$ cat config.mk
export PLATFORM = sky130hd
export DESIGN_NAME = rss_issue_ctl_flat
export DESIGN_NICKNAME = d
export VERILOG_FILES = /design/src/rtl/rss_issue_ctl_if.sv /design/src/rtl/rss_issue_ctl.sv /design/src/flat_wrapper.sv
export SDC_FILE = /design/constraint.sdc
export NUM_CORES = 1
export LEC_CHECK = 0
export CAP_MARGIN = 25
export CORE_AREA = 5 5 70 65
export CTS_BUF_LIST = sky130_fd_sc_hd__clkbuf_8
export DETAILED_ROUTE_END_ITERATION = 16
export DIE_AREA = 0 0 75 70
export PLACE_DENSITY = 0.68
export SETUP_SLACK_MARGIN = 0.2
export SYNTH_ARGS = -nofsm -noshare
export SYNTH_HDL_FRONTEND = slang
export SYNTH_SLANG_ARGS = --single-unit
$ cat constraint.sdc
create_clock -name clk -period 4.3 [get_ports clk]
set_clock_uncertainty 0.15 [all_clocks]
set_input_delay 0.86 -clock clk [delete_from_list [all_inputs] [get_ports clk]]
set_output_delay 0.86 -clock clk [all_outputs]
set_load 0.1 [all_outputs]
$ cat src/rtl/rss_issue_ctl_if.sv
// Issue-control bundle between the reservation-station buffer, the FUs and rss_issue_ctl.
// Bit N of every vector belongs to port/FU N.
interface rss_issue_ctl_if;
    logic       stall;
    logic [3:0] portReady;
    logic [3:0] outThread;
    logic [3:0] fuRet;
    logic       flush;
    logic       flushThread;
    logic [3:0] outRsSelect;
    logic [3:0] issueValid;
    logic [3:0] issueThread;
    logic       creditErr;

    modport master (
        output stall, portReady, outThread, fuRet, flush, flushThread,
        input  outRsSelect, issueValid, issueThread, creditErr
    );

    modport slave (
        input  stall, portReady, outThread, fuRet, flush, flushThread,
        output outRsSelect, issueValid, issueThread, creditErr
    );
endinterface

$ cat src/rtl/rss_issue_ctl.sv
// Credit-based select and one-cycle issue stage for four rss_buf ports,
// limited to three selects per cycle with a rotating drop pointer.
module rss_issue_ctl #(
    parameter int CREDITS = 4
) (
    input logic            clk,
    input logic            rst,
    rss_issue_ctl_if.slave bus
);
    localparam logic [3:0] CMAX = 4'(CREDITS);

    logic [2:0] credit [4];
    logic [3:0] sum    [4];
    logic [1:0] ptr;
    logic [3:0] cand;
    logic [3:0] kill;
    logic [3:0] sel;
    logic [3:0] over;
    logic       all4;
    logic [3:0] iss_valid;
    logic [3:0] iss_thread;
    logic       err;

    always_comb begin
        cand = '0;
        kill = '0;
        for (int n = 0; n < 4; n++) begin
            cand[n] = bus.portReady[n] & (credit[n] != 3'd0) & ~bus.stall
                    & ~(bus.flush & (bus.outThread[n] == bus.flushThread));
            kill[n] = bus.flush & iss_valid[n]
                    & (iss_thread[n] == bus.flushThread);
        end
    end

    // Only three issue write ports: with four candidates one is dropped in turn.
    assign all4 = &cand;

    always_comb begin
        sel = cand;
        if (all4) begin
            sel[ptr] = 1'b0;
        end
        if (rst) begin
            sel = '0;
        end
    end

    always_comb begin
        over = '0;
        for (int n = 0; n < 4; n++) begin
            sum[n] = {1'b0, credit[n]} + {3'b0, bus.fuRet[n]}
                   + {3'b0, kill[n]} - {3'b0, sel[n]};
            over[n] = (sum[n] > CMAX);
        end
    end

    always_ff @(posedge clk) begin
        if (rst) begin
            for (int n = 0; n < 4; n++) begin
                credit[n] <= CMAX[2:0];
            end
            ptr        <= 2'd0;
            iss_valid  <= '0;
            iss_thread <= '0;
            err        <= 1'b0;
        end else begin
            for (int n = 0; n < 4; n++) begin
                credit[n] <= over[n] ? CMAX[2:0] : sum[n][2:0];
            end
            if (all4) begin
                ptr <= ptr + 2'd1;
            end
            // A stalled stage keeps its ops, but a flush can still kill them.
            if (bus.stall) begin
                iss_valid <= iss_valid & ~kill;
            end else begin
                iss_valid  <= sel;
                iss_thread <= bus.outThread;
            end
            err <= err | (|over);
        end
    end

    assign bus.outRsSelect = sel;
    assign bus.issueValid  = iss_valid;
    assign bus.issueThread = iss_thread;
    assign bus.creditErr   = err;
endmodule
$ cat src/flat_wrapper.sv
// flat-port wrapper written by rule: the top's interface ports become plain ports
module rss_issue_ctl_flat 
#(
    parameter int CREDITS = 4
)
  (clk, rst, bus_stall, bus_portReady, bus_outThread, bus_fuRet, bus_flush, bus_flushThread, bus_outRsSelect, bus_issueValid, bus_issueThread, bus_creditErr);
  rss_issue_ctl_if bus_i ();
  input logic clk;
  input logic rst;
  input wire logic [$bits(bus_i.stall)-1:0] bus_stall;
  input wire logic [$bits(bus_i.portReady)-1:0] bus_portReady;
  input wire logic [$bits(bus_i.outThread)-1:0] bus_outThread;
  input wire logic [$bits(bus_i.fuRet)-1:0] bus_fuRet;
  input wire logic [$bits(bus_i.flush)-1:0] bus_flush;
  input wire logic [$bits(bus_i.flushThread)-1:0] bus_flushThread;
  output wire logic [$bits(bus_i.outRsSelect)-1:0] bus_outRsSelect;
  output wire logic [$bits(bus_i.issueValid)-1:0] bus_issueValid;
  output wire logic [$bits(bus_i.issueThread)-1:0] bus_issueThread;
  output wire logic [$bits(bus_i.creditErr)-1:0] bus_creditErr;
  assign bus_i.stall = bus_stall;
  assign bus_i.portReady = bus_portReady;
  assign bus_i.outThread = bus_outThread;
  assign bus_i.fuRet = bus_fuRet;
  assign bus_i.flush = bus_flush;
  assign bus_i.flushThread = bus_flushThread;
  assign bus_outRsSelect = bus_i.outRsSelect;
  assign bus_issueValid = bus_i.issueValid;
  assign bus_issueThread = bus_i.issueThread;
  assign bus_creditErr = bus_i.creditErr;
  rss_issue_ctl #(.CREDITS(CREDITS)) u_core (.clk(clk), .rst(rst), .bus(bus_i));
endmodule
After elaboration in Yosys (flattened, before gate mapping)
Memories as Yosys holds them, arrays and structs flattened.
Cells that the tools add are included.
Widths: inputs -> output; s select.
- div/mod/pow operators: 0
- mux-type cells: 16
- reduce and logical (&&, ||, !) cells: 7
- multipliers: 0
- eq/ne operators: 8
- bitwise logic cells: 38
- order comparisons: 6
- shifts and indexed selects: 0
- add/sub/neg operators: 13
- operator list (cell ; number):
    $and 1x1->1 ; 24
    $mux 3 ; 8
    $add 3x1->4 ; 4
    $add 4x1->4 ; 4
    $gt 4x3->1 const B ; 4
    $sub 4x1->4 ; 4
    $mux 4 ; 3
    $reduce_bool 3->1 ; 4
    $and 4x4->4 ; 2
    $eq 1x1->1 ; 8
    $not 4->4 ; 2
    $not 1->1 ; 5
    $or 1x1->1 ; 5
    $mux 1 ; 4
    $reduce_and 4->1 ; 1
    $reduce_or 4->1 ; 1
    $lt 2x3->1 const B ; 1
    $add 2x1->2 const B ; 1
    $demux 1 s2 ; 1
    $ge 2x1->1 const B ; 1
    $logic_and 1x1->1 ; 1
- memories: 1
- output and inout bits: 13
- word-level logic and storage cells: 93
- register bits after elaboration: 11
- input bits: 17
- RAM bits: 12
- bits in read-only memories: 0
- latch bits: 0
- memories (memory ; words ; width ; rd ports ; clocked after memory_dff ; wr ports ; line ; source):
    u_core.credit ; 4 ; 3 ; 4 ; 0 ; 4 ; rss_issue_ctl.sv:12 ; logic [2:0] credit [4];

Longest topological paths before layout
- word-level depth: 12
- mapped depth: 13
- depth with buffers taken out: 12

Worst setup path after synthesis
Ideal clock, no wire load.
- path kind: in2reg
- start: input port bus_stall
- end: register u_core.err (netlist: u_core.bus.creditErr)
- stages on the path: 13
- required time: 4.025 ns
- path buffers: 2
- setup slack: -1.262 ns
- library setup time: 0.125 ns
- arrival time: 5.287 ns
- cells stage by stage: buf_6 -> nor3b_1 -> and4_1 -> buf_4 -> a31oi_1 -> ha_1 -> fa_1 -> fa_1 -> xor2_1 -> a21oi_1 -> a31oi_1 -> nand2_1 -> o41a_1
- word-level cells in the longest chain between the ends: 10
- elaborated cells on any way between the ends: 23
- classes of those cells: 4 x add/sub; 4 x order compare; 2 x mux; 11 x bitwise; 2 x reduce/logical
- RTL lines (element ; line ; source):
    start, declared ; flat_wrapper.sv:10 ; input wire logic [$bits(bus_i.stall)-1:0] bus_stall;
    $not 1->1 * ; rss_issue_ctl.sv:28 ; cand[n] = bus.portReady[n] & (credit[n] != 3'd0) & ~bus.stall
    $and 1x1->1 ; rss_issue_ctl.sv:28 ;
    $and 1x1->1 ; rss_issue_ctl.sv:29 ; & ~(bus.flush & (bus.outThread[n] == bus.flushThread));
    $reduce_and 4->1 or $and 4x4->4 (tied branches) ; -- ;
    $mux 4 * ; rss_issue_ctl.sv:40 ; if (all4) begin
    $mux 4 * ; rss_issue_ctl.sv:43 ; if (rst) begin
    via bus_outRsSelect[0] ; flat_wrapper.sv:16 ; output wire logic [$bits(bus_i.outRsSelect)-1:0] bus_outRsSelect;
    $sub 4x1->4 * ; rss_issue_ctl.sv:52 ; + {3'b0, kill[n]} - {3'b0, sel[n]};
    $gt 4x3->1 * ; rss_issue_ctl.sv:53 ; over[n] = (sum[n] > CMAX);
    $reduce_or 4->1 * ; rss_issue_ctl.sv:80 ; err <= err | (|over);
    $or 1x1->1 * ; rss_issue_ctl.sv:80 ;
    end signal, assigned ; rss_issue_ctl.sv:80 ;
    end, declared ; rss_issue_ctl.sv:22 ; logic err;
Mark *: on every way through the listed nets, which the timed path passes. The rest lies on a longest branch.
A chain may end at the register's enable or synchronous reset.

Final worst setup path
- start: input port bus_portReady[0]
- end: register u_core.err (netlist: u_core.bus.creditErr)
- word-level cells in the longest chain between the ends: 10
- elaborated cells on any way between the ends: 17
- classes of those cells: 4 x add/sub; 4 x order compare; 2 x mux; 5 x bitwise; 2 x reduce/logical
- RTL lines (element ; line ; source):
    start, declared ; flat_wrapper.sv:11 ; input wire logic [$bits(bus_i.portReady)-1:0] bus_portReady;
    $and 1x1->1 * (2 in series) ; rss_issue_ctl.sv:28 ;
    $and 1x1->1 * ; rss_issue_ctl.sv:29 ;
    $reduce_and 4->1 or $and 4x4->4 (tied branches) ; -- ;
    $mux 4 * ; rss_issue_ctl.sv:40 ;
    $mux 4 * ; rss_issue_ctl.sv:43 ;
    $sub 4x1->4 ; rss_issue_ctl.sv:52 ;
    $gt 4x3->1 ; rss_issue_ctl.sv:53 ;
    $reduce_or 4->1 * ; rss_issue_ctl.sv:80 ;
    $or 1x1->1 * ; rss_issue_ctl.sv:80 ;
Every way passes the cells marked *; elsewhere a longest branch is shown, timed or not.

==> results.json <==
{
  "tritoncts": "yes",
  "place_congestion": 0.8850,
  "peakVddDrop_mv": 0.2437,
  "grt_max_degree": 15,
  "crit_type": "in2reg",
  "start_util": 0.4343,
  "end_kind": "register",
  "fin_crit_ns": 3.991,
  "overflow": 0,
  "place_ws_ns": -0.1474,
  "n_antenna_cell": 0,
  "cts_hold_buf": 0,
  "final.period_utilization": 0.9281,
  "finalNetCount": 282,
  "netlist_instances": 184,
  "ys_top_cells_by_count": "inv_1 (25), dfxtp_1 (23), ha_1 (16)",
  "antenna_found_initial": 0,
  "core.rowCount": 21,
  "slew_headroom": 0.3468,
  "clockBufferDepth": 2,
  "ant_nets": 0,
  "power.density_nw_per_um2": 555.8,
  "synth.cell_area_um2": 1609,
  "worst_setup_path_start_kind": "input port",
  "synth_top_area_share": 0.2862,
  "cts_made_buffers": 3,
  "grt_pass1_vias": 1571,
  "rsz0062_at_grt": "no",
  "die_height_um": 70,
  "die_area_um2": 5250,
  "outcome": "complete, no violations",
  "yosys_warnings": 0,
  "slew_violations": 0,
  "areaGrowthSynthToFinish_pct": 49.61,
  "synth.distinct_cells": 32,
  "synth_most_common_cell": "inv_1",
  "wirelength_um": 4311,
  "crit_arrival_ns": 4.00,
  "ys_seq_elements": 23,
  "syn_avg_cell_area_um2": 8.745,
  "synth_edf_count": 0,
  "final_util": 0.6498,
  "grt_first_pass_wirelength_um": 7107,
  "drt-pass1-iter-count": 4,
  "cts.sinks": 23,
  "max_freq_mhz": 250.6,
  "setup_viol": 0,
  "fp.coreArea_um2": 3705,
  "power_leakage_nw": 1.056,
  "clock_latency_ns": 0.27,
  "fill_cells": 290,
  "io_pins": 30,
  "drt-wirelength-per-cell_um": 15.07,
  "clk_pin_slew_ns": 0.09,
  "cap_violations": 0,
  "hold_viol_final": 0,
  "seq_area_frac_synth": 0.2862,
  "grt_usage": 0.1746,
  "cp_max_fo": 3,
  "crit_required_ns": 4.31,
  "drt-initial-drc-count": 122,
  "root_buffer": "clkbuf_8",
  "drive_gt1_frac": 0.2500,
  "portBuffers": 29,
  "register_area_um2": 460.4,
  "vias_per_cell": 5.199,
  "synth_top_cell_by_area": "dfxtp_1",
  "die_width_um": 75,
  "tightest_slew_ns": 0.9767,
  "routed-via-count": 1487,
  "async_flop_share": 0,
  "cts_max_level": 1,
  "yosys-top-cells-area": "dfxtp_1 (29%), ha_1 (12%), fa_1 (10%)",
  "post-route-drc-count": 0,
  "multi_input_area_um2": 1182,
  "syn-num-nets": 225,
  "dpl.hpwl_um": 3371,
  "layout_setup_ws_ns": 0.3090,
  "synth_flop_cell": "dfxtp_1",
  "hold_path.class": "reg2reg"
}
## power by group
group | total [mW] | internal [mW] | switching [mW]
clock | 0.138 | 0.0640 | 0.0743
combinational | 0.887 | 0.429 | 0.457
sequential | 0.313 | 0.265 | 0.0476
## per-stage QoR
step / hold slack [ns] / cells / cell area, um^2 / power (mW) / TNS [ns]
after global placement: 0.3298 / 276 / 2230 / 1.069 / -0.002367
after CTS: 0.3638 / 280 / 2292 / 1.251 / 0
after detailed placement: 0.3440 / 276 / 2230 / 1.109 / -0.1474
after global routing: 0.3847 / 286 / 2407 / 1.446 / 0
after floorplan: 0.3337 / 184 / 1714 / 0.8050 / 0
final: 0.3620 / 286 / 2407 / 1.338 / 0
## sequential cells by signal, indices dropped and copies added, names as in the netlist
signal	count
u_core.bus.creditErr	1
u_core.bus.issueThread	4
u_core.bus.issueValid	4
u_core.credit	12
u_core.ptr	2
## what timing repair did
action | 4_1_cts | 5_1_grt
resized for setup | 6 | 17
pin swaps | 0 | 12
buffers inserted | 0 | 6
setup endpoints to repair | 1 | 3
## critical path: stages
cell	delay, ns
clkdlybuf4s50_1	0.48
nor3b_2	0.21
and4_4	0.26
buf_6	0.12
a31oi_4	0.10
ha_4	0.26
fa_2	0.41
fa_2	0.56
a21oi_2	0.06
a31oi_2	0.16
nand4_1	0.10
o41a_1	0.42
## routing by layer
metal | part of all wire | vias up | global-route usage
met4 | 0.014 | 0 | 0.05731
met3 | 0.029 | 6 | 0.03874
met2 | 0.54 | 23 | 0.2998
met1 | 0.42 | 725 | 0.2098
li1 | - | 733 | -
met5 | 0 | - | 0
## cell type report
class	instances	area share
multi-input combinational	130	0.4912
timing repair buffer	58	0.2360
sequential	23	0.1913
inverter	25	0.03898
tap	46	0.02391
clock buffer	3	0.01715
clock inverter	1	0.001559
## cells in the final DEF, fill, tap and decap left out, drive strengths merged, types with 5 or more instances in the layout
master / count
xnor2: 11
nand2: 9
dlymetal6s2s: 6
inv: 26
nand4: 5
fa: 8
nand3: 8
ha: 16
nor2: 10
dfxtp: 23
clkdlybuf4s50: 17
a31oi: 6
a21oi: 11
buf: 33
nor3: 13
## cell families (layout without fill, tap and decap cells)
group | Yosys count | in the layout | synth area share
and+or+nand+nor | 60 | 60 | 0.2006
buffers and inverters | 31 | 87 | 0.08009
AOI/OAI and AO/OA | 28 | 28 | 0.1081
adders and majority gates | 24 | 24 | 0.2239
DFF | 23 | 23 | 0.2862
xor gates and xnor gates | 14 | 14 | 0.07621
muxes | 4 | 4 | 0.02488
## final timing paths
path	start	to	slack (ns)	cells after the start
max	bus_portReady[0]	u_core.bus.creditErr$_SDFF_PP0_	0.31	12
max reg2reg	u_core.credit[0][7]$_SDFF_PP0_	u_core.bus.creditErr$_SDFF_PP0_	0.67	13
min	u_core.bus.issueValid[0]$_SDFF_PP0_	u_core.bus.issueValid[0]$_SDFF_PP0_	0.36	1
min reg2reg	u_core.bus.issueValid[0]$_SDFF_PP0_	u_core.bus.issueValid[0]$_SDFF_PP0_	0.36	1
(Power assumes the default switching activity.)
